`src/rtl/fifo_uart_pkg.sv`:
```
// ----------------------------------------------------------------------------
// fifo_uart_pkg
//  Shared definitions for the FIFO-fed UART transmitter.
//  - FSM state encoding (3 bits)
//  - Data and frame widths
//  - Helper to select one data bit of the byte being shifted out
// ----------------------------------------------------------------------------
package fifo_uart_pkg;

    localparam int DATA_W     = 8;   // payload bits per frame
    localparam int FRAME_BITS = 10;  // start + 8 data + stop
    localparam int STATE_W    = 3;
    localparam int BIT_IDX_W  = 3;   // indexes data bits 0..7

    localparam logic [STATE_W-1:0] S_IDLE  = 3'd0;
    localparam logic [STATE_W-1:0] S_POP   = 3'd1;
    localparam logic [STATE_W-1:0] S_WAIT  = 3'd2;
    localparam logic [STATE_W-1:0] S_START = 3'd3;
    localparam logic [STATE_W-1:0] S_DATA  = 3'd4;
    localparam logic [STATE_W-1:0] S_STOP  = 3'd5;

    // Data bit driven on the line for a given index (LSB first on the wire).
    function automatic logic data_bit(input logic [DATA_W-1:0] data,
                                      input logic [BIT_IDX_W-1:0] idx);
        return data[idx];
    endfunction

endpackage

```
`src/rtl/fifo_uart_tx_baud.sv`:
```
// ----------------------------------------------------------------------------
// uart_baud_tick
//  Bit-period timer. Counts 0..CLKS_PER_BIT-1 and wraps; tick is high on the
//  last cycle of each bit period.
//  Ports:
//   clk   in  system clock
//   rst   in  synchronous active-high reset
//   clr   in  restart the bit period (counter returns to 0 on the next edge)
//   tick  out high while the counter sits at CLKS_PER_BIT-1
// ----------------------------------------------------------------------------
module uart_baud_tick #(
    parameter int CLKS_PER_BIT = 16
) (
    input  logic clk,
    input  logic rst,
    input  logic clr,
    output logic tick
);

    localparam int CW = (CLKS_PER_BIT < 2) ? 1 : $clog2(CLKS_PER_BIT);
    localparam logic [CW-1:0] LAST = CW'(CLKS_PER_BIT - 1);

    logic [CW-1:0] cnt_reg;

    always_ff @(posedge clk) begin
        if (rst || clr) begin
            cnt_reg <= '0;
        end else if (cnt_reg == LAST) begin
            cnt_reg <= '0;
        end else begin
            cnt_reg <= cnt_reg + 1'b1;
        end
    end

    assign tick = (cnt_reg == LAST);

endmodule

```
`src/rtl/fifo_uart_tx.sv`:
```
// ----------------------------------------------------------------------------
// fifo_uart_tx
//  Read-side consumer for sync_FIFO: pops a byte whenever the FIFO is
//  non-empty (and en=1) and sends it as an 8N1 frame on tx.
//  Ports:
//   clk          in   system clock
//   rst          in   synchronous active-high reset
//   en           in   permission to start new frames
//   fifo_empty   in   FIFO empty flag
//   fifo_dout    in   FIFO read data (valid the cycle after fifo_re)
//   fifo_rd_err  in   FIFO read-error strobe
//   fifo_re      out  registered one-cycle read enable (high in POP)
//   tx           out  registered serial line, idle high
//   busy         out  high whenever the FSM is not IDLE
//   frames_sent  out  completed-frame counter, wraps
//   err          out  sticky read-error flag (rd_err seen while fifo_re=1)
// ----------------------------------------------------------------------------
module fifo_uart_tx
    import fifo_uart_pkg::*;
#(
    parameter int CLKS_PER_BIT = 16,
    parameter int CNT_W        = 16
) (
    input  logic              clk,
    input  logic              rst,
    input  logic              en,
    input  logic              fifo_empty,
    input  logic [DATA_W-1:0] fifo_dout,
    input  logic              fifo_rd_err,
    output logic              fifo_re,
    output logic              tx,
    output logic              busy,
    output logic [CNT_W-1:0]  frames_sent,
    output logic              err
);

    logic [STATE_W-1:0]   state_reg;
    logic [STATE_W-1:0]   state_next;
    logic [BIT_IDX_W-1:0] bit_idx_reg;
    logic [BIT_IDX_W-1:0] bit_idx_next;
    logic [DATA_W-1:0]    shift_reg;
    logic                 tx_reg;
    logic                 tx_next;
    logic                 fifo_re_reg;
    logic                 fifo_re_next;
    logic [CNT_W-1:0]     frames_reg;
    logic                 err_reg;
    logic                 tick;
    logic                 baud_clr;
    logic                 can_pop;

    // Restart the bit period on every state change so each state begins
    // with a full CLKS_PER_BIT interval.
    assign baud_clr = (state_next != state_reg);

    uart_baud_tick #(
        .CLKS_PER_BIT (CLKS_PER_BIT)
    ) u_baud (
        .clk  (clk),
        .rst  (rst),
        .clr  (baud_clr),
        .tick (tick)
    );

    assign can_pop = en && !fifo_empty;

    // ------------------------------------------------------------------
    // FSM: state register
    // ------------------------------------------------------------------
    always_ff @(posedge clk) begin
        if (rst) begin
            state_reg <= S_IDLE;
        end else begin
            state_reg <= state_next;
        end
    end

    // ------------------------------------------------------------------
    // FSM: next-state logic
    // ------------------------------------------------------------------
    always_comb begin
        state_next = state_reg;
        case (state_reg)
            S_IDLE:  if (can_pop) state_next = S_POP;
            S_POP:   state_next = S_WAIT;
            S_WAIT:  state_next = S_START;
            S_START: if (tick) state_next = S_DATA;
            S_DATA:  if (tick && (bit_idx_reg == 3'd7)) state_next = S_STOP;
            S_STOP:  if (tick) state_next = can_pop ? S_POP : S_IDLE;
            default: state_next = S_IDLE;
        endcase
    end

    // ------------------------------------------------------------------
    // FSM: output logic. tx and fifo_re are computed from the next state
    // so the registered copies line up with the state they belong to.
    // ------------------------------------------------------------------
    always_comb begin
        bit_idx_next = bit_idx_reg;
        if (state_reg != S_DATA) begin
            bit_idx_next = '0;
        end else if (tick) begin
            bit_idx_next = bit_idx_reg + 3'd1;
        end

        fifo_re_next = (state_next == S_POP);

        tx_next = 1'b1;
        case (state_next)
            S_START: tx_next = 1'b0;
            // shift_reg is loaded on the WAIT->START edge, so it is stable
            // by the time DATA is entered.
            S_DATA:  tx_next = data_bit(shift_reg, bit_idx_next);
            default: tx_next = 1'b1;
        endcase
    end

    // ------------------------------------------------------------------
    // Datapath: shift register, bit index, counters, registered outputs
    // ------------------------------------------------------------------
    always_ff @(posedge clk) begin
        if (rst) begin
            bit_idx_reg <= '0;
            shift_reg   <= '0;
            tx_reg      <= 1'b1;
            fifo_re_reg <= 1'b0;
            frames_reg  <= '0;
            err_reg     <= 1'b0;
        end else begin
            bit_idx_reg <= bit_idx_next;
            tx_reg      <= tx_next;
            fifo_re_reg <= fifo_re_next;

            // The FIFO presents the popped byte during WAIT.
            if (state_reg == S_WAIT) begin
                shift_reg <= fifo_dout;
            end

            if ((state_reg == S_STOP) && tick) begin
                frames_reg <= frames_reg + 1'b1;
            end

            // Only a read error caused by our own pop is recorded.
            if (fifo_rd_err && fifo_re_reg) begin
                err_reg <= 1'b1;
            end
        end
    end

    assign fifo_re     = fifo_re_reg;
    assign tx          = tx_reg;
    assign busy        = (state_reg != S_IDLE);
    assign frames_sent = frames_reg;
    assign err         = err_reg;

endmodule

```
`config.mk`:
```
export PLATFORM = sky130hd
export DESIGN_NAME = fifo_uart_tx
export DESIGN_NICKNAME = d
export VERILOG_FILES = /design/src/rtl/fifo_uart_pkg.sv /design/src/rtl/fifo_uart_tx_baud.sv /design/src/rtl/fifo_uart_tx.sv
export SDC_FILE = /design/constraint.sdc
export NUM_CORES = 1
export LEC_CHECK = 0
export CORE_MARGIN = 2
export CORE_UTILIZATION = 25
export CTS_BUF_LIST = sky130_fd_sc_hd__clkbuf_2
export DETAILED_ROUTE_END_ITERATION = 16
export GPL_TIMING_DRIVEN = 0
export PLACE_DENSITY = 0.41
export SYNTH_ARGS = -nofsm -noshare
export SYNTH_HDL_FRONTEND = slang
export SYNTH_HIERARCHICAL = 1
export SYNTH_SLANG_ARGS = --single-unit
```
`constraint.sdc`:
```
create_clock -name clk -period 4.5 [get_ports clk]
set_input_delay 1.35 -clock clk [delete_from_list [all_inputs] [get_ports clk]]
set_output_delay 1.35 -clock clk [all_outputs]
set_load 0.02 [all_outputs]
```
== After elaboration in Yosys (flattened, before gate mapping) ==
Cells that the tools add are included.

* Bitwise logic cells: 0
* Divide/modulo/power cells: 0
* Eq/ne operators: 12
* Add/sub/neg operators: 3
* Shifts and indexed selects: 0
* Order comparisons: 1
* Mux-type cells: 11
* Multipliers: 0
* Reductions and logical operators: 9

{| class="wikitable"
|+ Operators with widths
! kind !! count
|-
| two-way mux 3 bit || 6
|-
| case mux 3 bit (6 select lines) || 1
|-
| adder 16 x 1 -> 16 bit (second input constant) || 1
|-
| equality test 3 bit (second input constant) || 4
|-
| equality test 3 x 2 -> 1 bit (second input constant) || 3
|-
| equality test 3 x 1 -> 1 bit (second input constant) || 2
|-
| adder 4 x 1 -> 4 bit (second input constant) || 1
|-
| equality test 4 bit (second input constant) || 1
|-
| logical AND 1 bit || 4
|-
| less-than comparator 3 x 4 -> 1 bit (second input constant) || 1
|-
| adder 3 x 1 -> 3 bit (second input constant) || 1
|-
| binary-select mux 1 bit (select 3 bit) || 1
|-
| logical NOT 3 bit || 1
|-
| != test 3 bit || 1
|-
| != test 3 bit (second input constant) || 1
|-
| nonzero test 3 bit || 1
|-
| two-way mux 1 bit || 2
|-
| case mux 1 bit (2 select lines) || 1
|-
| OR reduction 2 bit || 1
|-
| logical NOT 1 bit || 1
|-
| logical OR 1 bit || 1
|}

* Latch bits: 0
* Flip-flop bits (word level): 37
* Memories kept: 0
* Logic and storage cells: 44
* Bits of input ports: 13
* ROM bits: 0
* Memory bits (writable): 0

== Logic depth before layout (Yosys ltp) ==
* Depth after elaboration: 8
* Gate-level depth with buffers: 12
* Depth with buffers taken out: 11

== Hierarchy ==
The synthesis kept the hierarchy.

{| class="wikitable"
|+ Modules (own cells, without submodules)
! module !! area each (µm²) !! cells each !! instances !! sequential area each (µm²)
|-
| fifo_uart_tx || 1595.3 || 169 || 1 || 660.6
|-
| uart_baud_tick || 157.7 || 16 || 1 || 80.1
|}

== Least setup slack after synthesis ==
Ideal clock, no wire load.

* Path type: input-to-reg
* Start: input port fifo_empty
* End: register u_baud.cnt_reg[3]
* Required time: 4.438 ns
* Setup time: 0.062 ns
* Stages: 7
* Data arrival time: 2.571 ns
* Setup slack: 1.867 ns
* Path through: or3b_1 a21oi_2 a311oi_2 a221o_1 nor2_1 nand2_1 nor2_2

* Longest elaborated chain between the ends: 8
* Elaborated cells between the ends (all ways): 9

{| class="wikitable"
|+ Ends and longest elaborated chain
! what !! line !! RTL
|-
| from (decl) || fifo_uart_tx.sv:27 || <nowiki>input logic fifo_empty,</nowiki>
|-
| logical NOT 1 bit (*) || fifo_uart_tx.sv:65 || <nowiki>assign can_pop = en && !fifo_empty;</nowiki>
|-
| logical AND 1 bit (*) || fifo_uart_tx.sv:65 ||
|-
| two-way mux 1 bit || fifo_uart_tx.sv:89 || <nowiki>S_STOP: if (tick) state_next = can_pop ? S_POP : S_IDLE;</nowiki>
|-
| two-way mux 3 bit || fifo_uart_tx.sv:89 ||
|-
| case mux 3 bit (6 select lines) (*) || fifo_uart_tx.sv:83 || <nowiki>case (state_reg)</nowiki>
|-
| != test 3 bit (*) || fifo_uart_tx.sv:54 || <nowiki>assign baud_clr = (state_next != state_reg);</nowiki>
|-
| net baud_clr || fifo_uart_tx.sv:49 || <nowiki>logic baud_clr;</nowiki>
|-
| logical OR 1 bit (*) || fifo_uart_tx_baud.sv:26 || <nowiki>if (rst || clr) begin</nowiki>
|-
| OR reduction 2 bit (no source line) (*) || - ||
|-
| to (signal assigned) || fifo_uart_tx_baud.sv:31 || <nowiki>cnt_reg <= cnt_reg + 1'b1;</nowiki>
|-
| to (decl) || fifo_uart_tx_baud.sv:23 || <nowiki>logic [CW-1:0] cnt_reg;</nowiki>
|}

Mark *: on every way through the listed nets, which the timed path passes. The rest lies on a longest branch.
A chain may end at the register's enable or synchronous reset.

== Worst setup path after layout ==
* Start: register state_reg[1]
* End: output port busy

* Longest elaborated chain between the ends: 1

{| class="wikitable"
|+ Ends and longest elaborated chain
! what !! line !! RTL
|-
| from (decl) || fifo_uart_tx.sv:37 || <nowiki>logic [STATE_W-1:0] state_reg;</nowiki>
|-
| from (signal assigned) || fifo_uart_tx.sv:74 || <nowiki>state_reg <= state_next;</nowiki>
|-
| nonzero test 3 bit || fifo_uart_tx.sv:152 || <nowiki>assign busy = (state_reg != S_IDLE);</nowiki>
|-
| to (decl) || fifo_uart_tx.sv:32 || <nowiki>output logic busy,</nowiki>
|}

Every way passes these cells.

==> out/qor.txt <==
Slew margin rel.: 63.32%
Vias in the first global route: 1394
Clock sink count: 37
Gr usage total: 11.83%
Number of buffers created by CTS: 5
Pwr Total: 550.2 uW
Largest area contributor in the netlist: dfxtp_1
Synth unique cells: 48
Final wirelength: 4.051 mm
# nets final: 241
Quantity of hold-fixing buffers added after cts: 0
Setup bufs post-CTS: 0
Core Area: 6794 um2
Area of the multi-input gates: 939.7 um2
Register area share after synthesis: 42.26%
FP Rows: 30
Synth-to-layout area growth: 26.84%
N_diodes: 0
Fmax: 308.2 MHz
Initial core utilization: 25.80%
Worst Hold Class: register to register
CTS max path bufs: 2
Fin crit share: 72.10%
CP Data Required Time: 3.15 ns
DRC violations left: 0
Crit-path leading delay family: buffers and inverters
CP max stage delay: 0.55 ns
Top cell type's share of synthesized area: 42.26%
Internal power: 401.7 uW
Final Slew Violations: 0
Final Skew: 0.01270 ns
Met2 WL: 1.660 mm
# IOs: 33
Clock power frac: 26.2%
Status: finished clean
Sequential Area: 740.7 um2
Synth cell count leaders: dfxtp_1 (37), nor2_1 (29), mux2i_1 (12)
Per-cell routed wire length: 12.70 um
Cells after Synth: 185
Via count: 1397
Worst-Skew Late Latency: 0.39 ns
Root buffer cell: clkbuf_2
Share of layout cells above drive strength 1: 11.66%
Largest net degree at the start of global routing: 11
Post-synthesis register bit count: 37
Endpoint type of the worst setup path: output pin
First-pass GRT wire length: 6.948 mm
Number of synthesized flops with an enable pin: 0
FFs w/ async S/R, synth: 0%
Ys flop type: dfxtp_1
Initial antenna violation count: 0
Grt total ovfl: 0
Fill cells: 740
DP HPWL: 2.878 mm
Combinational Power Share: 11.6%
Post-synthesis cell area: 1753 um2
Max Cap Viol: 0
Post-cts sizing count: 0
Post-DRT Antenna Nets: 0
Worst vdd ir: 0.07274 mV
Power density of the placed cells: 247.5 nW/um2
Synth top area cells: dfxtp_1 (42%), mux2i_1 (6.9%), nor2_1 (6.2%)
Largest register FFs: 16
Routed met3 length: 157 um
Switching part of the total: 26.99%
Setup TNS: 0 ns
Sequential fraction of design power: 62.2%
CTS tree: yes
Switch Pwr: 148.5 uW
Syn nets: 202
Die area: 7697 um2
Critical Path Fanout Max: 10
Clock-pin slew on the worst setup and hold paths: 0.18 ns
DIE WIDTH: 87.74 um
Via density: 4.379
RSZ-0062 raised after global routing: no
Highest routed layer: met4
Startpoint types: register
Synth Warn #: 6
Final hold violation count: 0
Iteration-0 DRC count of the detailed router: 57
P_leak: 0.0007932 uW
Final worst path period need: 3.245 ns
PortBufs: 32
Final core occ: 32.73%
Critical path, cell by cell: buf_4 -> or3_2 -> clkdlybuf4s50_1
Setup CP Type: register to output pin
WP data arrival: 1.89 ns
Mean Syn Cell Area: 9.475 um2
Final Wtd Congestion: 0.6899
Count leader, synth: dfxtp_1
CP Buf/Inv Count: 2
Max H-tree Level: 2
Met1 WL: 2.160 mm
Die Y: 87.74 um
DRT Pass-1 Iters: 4
Final setup vio count: 0
Worst path slowest cell: clkdlybuf4s50_1
Worst slew pin tran: 0.5502 ns
## final cells by class
class / count / area share [%]
inverters: 6 / 1.013
clock buffers: 5 / 1.125
repair buffers: 32 / 14.41
well taps: 96 / 5.402
multi-input cells: 134 / 42.26
clock inverters: 1 / 0.2251
plain buffers: 8 / 2.251
flip-flops and latches: 37 / 33.31
## cells by family after synthesis
kind of cell               share of synthesized area [%]
DFF                                                42.26
and+or+nand+nor                                    26.91
AOI/OAI and AO/OA                                  8.851
xor gates and xnor gates                           7.495
adders and majority gates                          2.855
muxes                                              7.495
buffers and inverters                              4.139
## metal layers
metal	vias up	GRT usage (%)
li1	721	-
met1	643	17.53
met2	25	16.18
met3	8	2.733
met4	0	5.035
met5	-	0
## worst register-to-register path: cells and delay by family (launching register included)
family	cells	cell delay, ns
AOI/OAI and AO/OA	5	0.96
adders and majority gates	1	0.19
buffers and inverters	2	0.30
DFF	1	0.39
and+or+nand+nor	4	0.46
## layout by cell type, fill, tap and decap left out, types with 2 or more instances in the layout
| cell | instances |
|---|---|
| inv_1 | 6 |
| dfxtp_1 | 37 |
| nor3_2 | 3 |
| xnor2_1 | 7 |
| and3_1 | 3 |
| nor2b_1 | 4 |
| nand2b_1 | 2 |
| nor3_1 | 3 |
| a21oi_1 | 7 |
| buf_4 | 3 |
| ha_1 | 4 |
| a211oi_1 | 2 |
| nor2_1 | 29 |
| nand2_1 | 7 |
| nand4_1 | 3 |
| or3_1 | 4 |
| nand3_1 | 7 |
| clkdlybuf4s50_1 | 32 |
| clkbuf_1 | 3 |
| o21ai_0 | 4 |
| mux2i_1 | 12 |
| clkbuf_2 | 5 |
| xor2_1 | 8 |
## path summary, 6_finish.rpt
path	depth (start not counted)	startpoint	to	slack [ns]
max	3	state_reg[1]	busy	1.26
min	1	u_baud/cnt_reg[0]	u_baud/cnt_reg[0]	0.46
max reg2reg	12	u_baud/cnt_reg[0]	u_baud/cnt_reg[3]	2.18
min reg2reg	1	u_baud/cnt_reg[0]	u_baud/cnt_reg[0]	0.46
## metrics by stage
| step | hold slack, ns | instance area [um2] | setup WS, ns | instances |
|---|---|---|---|---|
| after CTS | 0.4714 | 2223 | 1.211 | 319 |
| after global routing | 0.5014 | 2223 | 1.155 | 319 |
| final | 0.4606 | 2223 | 1.255 | 319 |
| after floorplan | 0.4176 | 1753 | 1.867 | 185 |
| after detailed placement | 0.4474 | 2193 | 1.250 | 313 |
| after global placement | 0.4405 | 2193 | 1.245 | 313 |
## power by group through the flow
stage | combinational [uW] | sequential, uW | clock, uW
after floorplan | 37.4 | 350 | 0
after global placement | 64.9 | 349 | 0
after CTS | 64.9 | 343 | 152
final | 63.8 | 342 | 144
after global routing | 70.7 | 344 | 166
after detailed placement | 64.6 | 349 | 0
Note: power is estimated with default switching activity, not from simulation.
